**src/rtl/sub_pkg.sv**
```systemverilog
// rtl/sub_pkg.sv - shared state encodings and default width for the serial subtractor
package sub_pkg;

  localparam int SUB_WIDTH_DEF = 4;

  typedef enum logic [1:0] {
    ST_IDLE = 2'd0,
    ST_SUB  = 2'd1,
    ST_DONE = 2'd2
  } sub_state_t;

endpackage

```
**src/rtl/full_sub_bit.sv**
```systemverilog
// rtl/full_sub_bit.sv - one-bit full subtractor cell: d = a - b - bin
module full_sub_bit (
  input  logic a,
  input  logic b,
  input  logic bin,
  output logic d,
  output logic bout
);

  assign d    = a ^ b ^ bin;
  assign bout = (~a & b) | (~(a ^ b) & bin);

endmodule

```
**src/rtl/sub_two_values_serial.sv**
```systemverilog
// rtl/sub_two_values_serial.sv - bit-serial unsigned subtractor, LSB first, one bit per clock
module sub_two_values_serial
  import sub_pkg::*;
#(
  parameter int WIDTH = SUB_WIDTH_DEF
) (
  input  logic             clk,
  input  logic             rst_n,
  input  logic             start,
  input  logic [WIDTH-1:0] ain,
  input  logic [WIDTH-1:0] bin,
  output logic             busy,
  output logic             done,
  output logic [WIDTH-1:0] diff,
  output logic             bout
);

  localparam int CW = (WIDTH > 2) ? $clog2(WIDTH) : 1;

  sub_state_t       r_state;
  logic [WIDTH-1:0] r_a;
  logic [WIDTH-1:0] r_b;
  logic [WIDTH-1:0] r_res;
  logic [CW-1:0]    r_cnt;
  logic             r_br;
  logic             r_busy;
  logic             r_done;
  logic [WIDTH-1:0] r_diff;
  logic             r_bout;

  logic w_d;
  logic w_br;

  full_sub_bit u_bit (
    .a    (r_a[0]),
    .b    (r_b[0]),
    .bin  (r_br),
    .d    (w_d),
    .bout (w_br)
  );

  always_ff @(posedge clk or negedge rst_n) begin
    if (!rst_n) begin
      r_state <= ST_IDLE;
      r_a     <= '0;
      r_b     <= '0;
      r_res   <= '0;
      r_cnt   <= '0;
      r_br    <= 1'b0;
      r_busy  <= 1'b0;
      r_done  <= 1'b0;
      r_diff  <= '0;
      r_bout  <= 1'b0;
    end else begin
      r_done <= 1'b0;
      case (r_state)
        ST_IDLE, ST_DONE: begin
          if (start) begin
            r_a     <= ain;
            r_b     <= bin;
            r_br    <= 1'b0;
            r_cnt   <= '0;
            r_busy  <= 1'b1;
            r_state <= ST_SUB;
          end else begin
            r_state <= ST_IDLE;
          end
        end
        ST_SUB: begin
          r_a   <= r_a >> 1;
          r_b   <= r_b >> 1;
          r_br  <= w_br;
          r_res <= {w_d, r_res[WIDTH-1:1]};
          r_cnt <= r_cnt + 1'b1;
          // Last bit: publish using the cell outputs directly since r_res is not yet updated
          if (r_cnt == CW'(WIDTH - 1)) begin
            r_diff  <= {w_d, r_res[WIDTH-1:1]};
            r_bout  <= w_br;
            r_busy  <= 1'b0;
            r_done  <= 1'b1;
            r_state <= ST_DONE;
          end
        end
        default: begin
          r_busy  <= 1'b0;
          r_state <= ST_IDLE;
        end
      endcase
    end
  end

  assign busy = r_busy;
  assign done = r_done;
  assign diff = r_diff;
  assign bout = r_bout;

endmodule

```
**config.mk**
```make
export PLATFORM = sky130hd
export DESIGN_NAME = sub_two_values_serial
export DESIGN_NICKNAME = d
export VERILOG_FILES = /design/src/rtl/sub_pkg.sv /design/src/rtl/full_sub_bit.sv /design/src/rtl/sub_two_values_serial.sv
export SDC_FILE = /design/constraint.sdc
export NUM_CORES = 1
export LEC_CHECK = 0
export ABC_AREA = 1
export BUFFER_PORTS_ARGS = -buffer_cell sky130_fd_sc_hd__buf_2
export CORE_ASPECT_RATIO = 0.9
export CORE_MARGIN = 2
export CORE_UTILIZATION = 49
export DETAILED_ROUTE_END_ITERATION = 16
export PLACE_DENSITY_LB_ADDON = 0.05
export SETUP_SLACK_MARGIN = 0.4
export SLEW_MARGIN = 20
export SYNTH_ARGS = -nofsm -noshare
export SYNTH_HDL_FRONTEND = slang
export SYNTH_SLANG_ARGS = --single-unit
```
**constraint.sdc**
```tcl
create_clock -name clk -period 1.4 [get_ports clk]
set_clock_uncertainty 0.2 [all_clocks]
set_input_delay 0.07 -clock clk [delete_from_list [all_inputs] [get_ports clk]]
set_output_delay 0.07 -clock clk [all_outputs]
set_load 0.01 [all_outputs]
```
* After elaboration in Yosys (flattened, before gate mapping)
Index checks and enable logic that the tools add are counted.
** Word-level totals
- Bits in registers :: 24
- Latch bits :: 0
- RAM bits :: 0
- Bits in read-only memories :: 0
- Input bits :: 11
- Output and inout bits :: 7
- Memories :: 0
** Operators by class
- $add $sub $neg :: 1
- Multiply operators :: 0
- Divide/modulo/power cells :: 0
- Magnitude comparators :: 0
- Equality and inequality tests :: 5
- Shift operators :: 0
- Mux-type cells :: 16
- Bitwise operators :: 7
- Reductions and logical operators :: 6
** Operators by type and width (count)
- $pmux W4 S2 :: 2
- $mux W4 :: 2
- $pmux W2 S2 :: 2
- $mux W1 :: 6
- $reduce_and A2 Y1 :: 3
- $eq A2 B2 Y1 const B :: 2
- $mux W2 :: 2
- $ne A2 B2 Y1 const B :: 2
- $pmux W1 S2 :: 2
- $add A2 B1 Y2 const B :: 1
- $and A1 B1 Y1 :: 2
- $eq A2 B1 Y1 const B :: 1
- $logic_not A2 Y1 :: 1
- $not A1 Y1 :: 2
- $reduce_bool A2 Y1 :: 1
- $reduce_or A2 Y1 :: 1
- $xor A1 B1 Y1 :: 2
- $or A1 B1 Y1 :: 1

* Longest topological paths before layout
Gate-level depths: netlist of the first run.
- Word-level depth :: 5
- Gate-level depth with buffers :: 7

* Cells and area by module
Synthesis of the first run repeated with hierarchy kept, for this count alone.
** Second synthesis, totals
- Cells, all modules :: 120
- Area total of the unflattened synthesis :: 1046.0 um^2
** Modules (own cells, without submodules)
- sub_two_values_serial :: times used 1, cells an instance 116, area an instance 1014.7 um^2
- full_sub_bit :: times used 1, cells an instance 4, area an instance 31.3 um^2

* Worst setup path after synthesis of the first run
OpenSTA, ideal clock, no wires.
- Path type :: reg-to-reg
- Start :: register r_b[0]
- End :: register r_br
- Library setup time :: 0.074 ns
- Arrival time :: 1.163 ns
- Data required time :: 1.126 ns
- Slack :: -0.037 ns
- Cell stages (with the launch flop) :: 5
- Clock period less this slack :: 1.437 ns
- Cells stage by stage :: dfrtp_1 > inv_1 > fa_1 > or2_2 > o21ai_2
** Between the ends
- Cells in the longest elaborated chain, start to end :: 5
- Elaborated cells on any way between the ends :: 6
** RTL lines
- start: declaration :: RTL line sub_two_values_serial.sv:22 : logic [WIDTH-1:0] r_b;
- start signal: assignment :: RTL line sub_two_values_serial.sv:60 : r_b <= bin;
- start signal: assignment :: RTL line sub_two_values_serial.sv:71 : r_b <= r_b >> 1;
- $xor A1 B1 Y1 :: RTL line full_sub_bit.sv:11 : assign bout = (~a & b) | (~(a ^ b) & bin);
- $not A1 Y1 :: RTL line full_sub_bit.sv:11
- $and A1 B1 Y1 :: RTL line full_sub_bit.sv:11
- $or A1 B1 Y1 (*) :: RTL line full_sub_bit.sv:11
- $pmux W1 S2 (*) :: RTL line sub_two_values_serial.sv:56 : case (r_state)
- end signal: assignment :: RTL line sub_two_values_serial.sv:72 : r_br <= w_br;
- end: declaration :: RTL line sub_two_values_serial.sv:25 : logic r_br;
Every way passes the cells marked *; elsewhere a longest branch is shown, timed or not.
A chain may end at the register's enable or synchronous reset.

* Final worst setup path of the first run
- Start :: register r_b[0]
- End :: register r_res[3]
** Between the ends
- Cells in the longest elaborated chain, start to end :: 2
** RTL lines
- $xor A1 B1 Y1 (2 in a row) :: RTL line full_sub_bit.sv:10 : assign d = a ^ b ^ bin;
- via u_bit.d :: RTL line full_sub_bit.sv:6 : output logic d,
- end signal: assignment :: RTL line sub_two_values_serial.sv:73 : r_res <= {w_d, r_res[WIDTH-1:1]};
- end: declaration :: RTL line sub_two_values_serial.sv:23 : logic [WIDTH-1:0] r_res;
The timed path passes the listed nets, and every way through them passes these cells.

==> results by group, run 1 <==
Synth
  – Syn Inst Count: 119
  – Synth area leader: dfrtp_1
  – Synth Register Bits: 23
  – Most frequent cell after synthesis: nand2_1
  – Post-synth top cells: nand2_1, dfrtp_1, inv_1
  – Synth warnings: 0
  – Async SR Flop Fraction: 100%
  – Area contributors post-synth: dfrtp_1, nand2_1, inv_1
  – Top_reg_cell synth: dfrtp_1
  – Syn Std Cell Area: 0.00112 mm²
  – Syn nets: 132
  – Netlist cell types: 20
  – Yosys top cell area share: 51.2%
  – Sequential cell area fraction in the yosys report: 51.2%
  – Mean Syn Cell Area: 9.44 µm²
  – Post-synth EDFFs: 0

Layout
  – Antenna Cells: 0
  – Fraction of layout instances using a drive strength above 1: 57.8%
  – Nets: 180
  – Design Area, Final: 0.00169 mm²
  – Area delta synth->final: 50.8%
  – Fin util: 77.6%

Clock network
  – Hold Buf Count CTS: 9
  – CTS Buf Count: 3
  – Clock buffer depth: 2
  – H-Tree Depth: 1
  – Sink Count: 23
  – Clk_lat worst skew: 0.31 ns
  – Clk slew on worst S/H paths: 0.13 ns
  – Root Driver: clkbuf_4
  – TritonCTS clock tree: done

Drt
  – Post-route ant nets: 0
  – Total routed wirelength: 2590 µm
  – Vias/cell: 4.78
  – WL/cell: 13.4 µm
  – DRC errors left: 0
  – Via count: 923
  – Number of DRC markers in iteration 0: 9
  – DRT Pass-1 Iters: 4

Die
  – Initial core utilization: 51.5%
  – I/O pin count: 18
  – Die extent in x: 54.5 µm
  – Die area: 0.00269 mm²
  – FP Rows: 16
  – Die height: 49.4 µm
  – Placeable core area: 0.00218 mm²

Setup path
  – WS Path Type: register to register
  – Crit end category: register
  – Reg2reg start: r_b[0]$_DFFE_PN0P_
  – Crit path from: r_b[0]$_DFFE_PN0P_
  – CP Data Arrival Time: 1.42 ns
  – Worst-path fanout max: 2
  – Startpoint Class: register
  – Critical Path RT: 1.46 ns

GRT
  – Grt total ovfl: 0
  – Largest net degree at the start of global routing: 24
  – Vias in the first global route: 865
  – First-pass GRT wire length: 4010 µm
  – Total track usage: 20.7%
  – Initial antenna violation count: 0

STA
  – Worst slew margin: 67.4%
  – Min Tclk post-route: 1.37 ns
  – Final worst-path cycle share: 97.7%
  – Total negative slack: 0 ns
  – Slew Viols, Final: 0
  – Max Fclk: 731 MHz
  – Final Setup Violations: 0
  – Unrepaired setup endpoints after global routing: true
  – Final Hold Vio Count: 6
  – Worst setup margin: 0.0327 ns
  – WHS: -0.115 ns
  – Worst-Margin Slew: 0.489 ns

Min path
  – Hold wc startpoint: start
  – Worst min path class: input port to register

Placement
  – GPL Wtd Cong: 0.731
  – I/O Buffers: 17
  – Post-DP Area: 0.00125 mm²
  – Setup slack after placement: 0.0509 ns
  – Dpl hpwl: 1360 µm

Flow run
  – Max Cap Viol: 0

Status
  – Status: finished with violations
  – Failing checks: hold timing

Power
  – VDD IR max: 0.00193 V
  – Leak: 0.898 nW
  – PD cells: 2450 mW/mm²
placed cells by master, fill, tap and decap left out, drive strengths merged:
cell type / netlist / final
nor2: 2 / 2
clkbuf: 0 / 3
buf: 4 / 36
fa: 1 / 1
dlygate4sd3: 0 / 9
nand3: 12 / 12
a21oi: 1 / 1
o21ai: 12 / 12
inv: 23 / 22
nand2: 39 / 41
ha: 1 / 1
dfrtp: 23 / 23
or2: 1 / 1
clkinv: 0 / 2
worst max-delay path, stage by stage (launching register included):
cell,delay [ns]
dfrtp_1,0.39
inv_2,0.05
fa_2,0.53
inv_2,0.04
o21ai_1,0.10
registers in the layout, indices dropped and copies added (netlist names):
register,cells
done,1
r_a,4
r_res,3
r_b,4
diff,4
busy,1
r_state,2
bout,1
r_cnt,2
r_br,1
logic make-up after synthesis:
logic type	count (synthesis)	synth area share, %
buf+inv	27	12.2
compound gates	13	9.13
simple gates	54	24.5
flops	23	51.2
fa+ha+maj	2	2.90
per-stage QoR:
stage	total power [mW]	instances
detailed placement	2.79	163
finish	4.14	193
global route	4.45	193
floorplan	2.50	119
global placement	2.74	163
CTS	3.67	187
where the power goes:
part | switching (mW) | internal, mW | total (mW) | leakage (nW)
clock | 0.204 | 0.107 | 0.311 | 0.0177
combinational | 1.40 | 1.21 | 2.61 | 0.597
sequential | 0.241 | 0.980 | 1.22 | 0.283
path summary, 6_finish.rpt:
path / slack (ns) / cells past startpoint / end
hold / removal: -0.12 / 3 / busy$_DFFE_PN0P_
setup reg to reg: 0.03 / 4 / r_res[3]$_DFFE_PN0P_
setup / recovery: 0.03 / 4 / r_res[3]$_DFFE_PN0P_
min in group asynchronous: 0.03 / 2 / diff[3]$_DFFE_PN0P_
max in group asynchronous: 0.60 / 2 / r_state[1]$_DFFE_PN0P_
hold reg to reg: 0.31 / 2 / r_a[1]$_DFFE_PN0P_
routing by layer:
| layer | share of wire, % | GRT usage (%) |
|---|---|---|
| met1 | 45 | 29.3 |
| met2 | 50 | 30.7 |
| met3 | 3.5 | 5.83 |
| met4 | 0.54 | 5.42 |
| met5 | 0 | 0 |
timing repair:
item | in CTS | in global routing
gates cloned | 2 | 0
pin swaps | 9 | 8
setup buffers | 9 | 6
setup endpoints to repair | 30 | 30
endpoints found under the hold margin | 35 | 6
resized for setup | 22 | 27
cell type report:
type	count	area (µm²)
multi-input cells	71	593
flip-flops and latches	23	578
fillers	145	488
repair buffers	45	358
inverters	23	104
well taps	27	33.8
clock buffers	3	22.5
clock inverters	1	5.00
Power figures use the tool's default switching activity.
==> run 2, diff against run 1 <==
CORE_UTILIZATION = 51   (was 49)
CTS_BUF_LIST = sky130_fd_sc_hd__clkbuf_4 sky130_fd_sc_hd__clkbuf_8   (was unset)
SYNTH_HIERARCHICAL = 1   (was unset)
==> run 2 against run 1 <==
  * The run ends with hold timing, setup timing left
  * Global-route usage up 3.2 points
  * Cell count up 3.1%
  * Die area down 9.8%
  * Flip-flop and latch count unchanged
  * Sequential power about the same
  * Combinational power up 5%
  * Via count up 11%
  * Critical path type unchanged
  * Critical endpoint is now diff[3]$_DFFE_PN0P_
  * Largest cell class is now registers
  * Highest routed layer unchanged
==> results by group, run 2 <==
Synth
  – Post-synth top cells: nand2_1, dfrtp_1, inv_1
  – Netlist cell types: 16
  – Yosys top cell area share: 55.0%
  – Synth area leader: dfrtp_1
  – Synth Register Bits: 23
  – Mean Syn Cell Area: 8.72 µm²
  – Top_reg_cell synth: dfrtp_1
  – Sequential cell area fraction in the yosys report: 55.0%
  – Syn Std Cell Area: 0.00105 mm²
  – Syn Inst Count: 120
  – Async SR Flop Fraction: 100%
  – Mux contribution to synthesized area: 0%
  – Largest family of logic cells by synthesized area: simple AND/OR/NAND/NOR gates
  – Most frequent cell after synthesis: nand2_1
  – Synth warnings: 6
  – Area share of xor/xnor cells in the synthesized design: 0%
  – Area contributors post-synth: dfrtp_1, nand2_1, inv_1
  – Synth Area in Adders: 3.11%
  – Post-synthesis simple-gate area fraction: 25.4%
  – Synth Area in Compound Gates: 5.26%
  – Syn nets: 133
  – Post-synth EDFFs: 0

STA
  – Max Fclk: 710 MHz
  – Worst setup margin: -0.00766 ns
  – Worst-Margin Slew: 0.519 ns
  – Min Tclk post-route: 1.41 ns
  – Final Setup Violations: 1
  – Worst slew margin: 65.4%
  – WHS: -0.0652 ns
  – Slew Viols, Final: 0
  – Final Hold Vio Count: 3
  – Final worst-path cycle share: 101%
  – Unrepaired setup endpoints after global routing: true

Drt
  – Number of DRC markers in iteration 0: 20
  – Via count: 1,025
  – Total routed wirelength: 3100 µm
  – DRT Pass-1 Iters: 4
  – DRC errors left: 0
  – Post-route ant nets: 0
  – Vias/cell: 5.15
  – WL/cell: 15.6 µm

Setup path
  – Worst-path fanout max: 2
  – WS Path Type: register to register
  – Crit end category: register
  – Critical Path RT: 1.47 ns
  – CP Data Arrival Time: 1.48 ns
  – Startpoint Class: register
  – R2R Setup Slk: -0.008 ns

Clock network
  – CTS Buf Count: 3
  – Clock buffer depth: 2
  – Clk_lat worst skew: 0.33 ns
  – Clk slew on worst S/H paths: 0.13 ns
  – TritonCTS clock tree: done
  – Sink Count: 23
  – H-Tree Depth: 1
  – Hold Buf Count CTS: 9
  – Root Driver: clkbuf_4

Layout
  – Fraction of layout instances using a drive strength above 1: 52.3%
  – Most frequent cells in the layout: nand2_1, dfrtp_1, buf_2, inv_1, nand2_2
  – Area delta synth->final: 65.6%
  – Most common cell after layout, fill and taps aside: nand2_1
  – Antenna Cells: 0
  – Fin util: 89.6%
  – Nets: 188

Die
  – Die extent in x: 51.7 µm
  – Die area: 0.00243 mm²
  – Placeable core area: 0.00193 mm²
  – Die height: 47.0 µm
  – Initial core utilization: 54.1%
  – FP Rows: 15
  – I/O pin count: 18

GRT
  – Initial antenna violation count: 0
  – Vias in the first global route: 842
  – Largest net degree at the start of global routing: 24
  – Total track usage: 23.9%
  – First-pass GRT wire length: 3970 µm
  – Grt total ovfl: 0

Status
  – Failing checks: hold timing, setup timing
  – Status: finished with violations

Placement
  – GPL Wtd Cong: 0.673
  – I/O Buffers: 17
  – Dpl hpwl: 1290 µm

Power
  – VDD IR max: 0.00191 V
  – Leak: 0.920 nW
  – PD cells: 2510 mW/mm²

Flow run
  – Max Cap Viol: 0

Min path
  – Worst min path class: input port to register
run 2: changes by cell type in the layout (fill, tap and decap cells not counted), moves of 3 or more:
cell,previous run,this run
nand2_1,18,24
buf_4,14,11
o21ai_1,1,4
nand2_4,9,4
o21ai_2,11,6
buf_12,1,4
nand2_2,10,14
run 2: final timing paths:
path                                          from                      to  depth (start not counted)
min in group asynchronous                    rst_n    r_res[3]$_DFFE_PN0P_                          2
worst min register to register    bout$_DFFE_PN0P_        bout$_DFFE_PN0P_                          2
worst max-delay path            r_b[0]$_DFFE_PN0P_     diff[3]$_DFFE_PN0P_                          4
max in group asynchronous                    rst_n  r_state[1]$_DFFE_PN0P_                          2
worst min-delay path                         start  r_state[0]$_DFFE_PN0P_                          4
worst max register to register  r_b[0]$_DFFE_PN0P_     diff[3]$_DFFE_PN0P_                          4
run 2: timing repair:
item | 4_1_cts | 5_1_grt
gates resized for setup | 26 | 30
endpoints found under the setup margin | 30 | 30
buffers inserted | 12 | 8
hold endpoints to repair | 34 | 1
pin swaps | 5 | 6
gates cloned | 3 | 0
run 2: through the flow:
step	power, mW	setup TNS [ns]	setup WS [ns]	instance area (µm²)	cells
after detailed placement	2.53	0	0.0594	1180	163
after floorplan	2.22	0	0.0969	1070	120
after global placement	2.49	0	0.0857	1180	163
after global routing	4.61	-0.123	-0.0643	1730	199
after CTS	3.56	0	0.0322	1530	191
final	4.34	-0.00766	-0.00766	1730	199
run 2: logic make-up after synthesis:
family | count (synthesis)
buffers and inverters | 26
flip-flops | 23
adder cells (fa/ha/maj) | 2
AND/OR/NAND/NOR | 58
AO/OA/AOI/OAI | 11
run 2: report_power, final:
| group | internal [mW] | switching [mW] |
|---|---|---|
| Sequential | 0.981 | 0.267 |
| Clock | 0.131 | 0.218 |
| Combinational | 1.31 | 1.43 |
run 2: cell type report:
cell class | count | area (µm²)
flip-flops and latches | 23 | 578
multi-input cells | 74 | 552
repair buffers | 49 | 428
fillers | 73 | 201
inverters | 24 | 113
well taps | 25 | 31.3
clock buffers | 4 | 30.0
run 2: routing by layer:
metal | track usage [%] | up-vias | share of wire [%]
met5 | 0 | - | 0
li1 | - | 480 | -
met4 | 12.6 | 0 | 2.5
met2 | 38.7 | 30 | 49
met3 | 5.73 | 10 | 4.5
met1 | 30.5 | 505 | 44
run 2: critical path, cell delays in order (launching register included):
cell and delay [ns]:
dfrtp_1 0.41, inv_1 0.08, fa_1 0.50, inv_1 0.05, o21ai_1 0.11
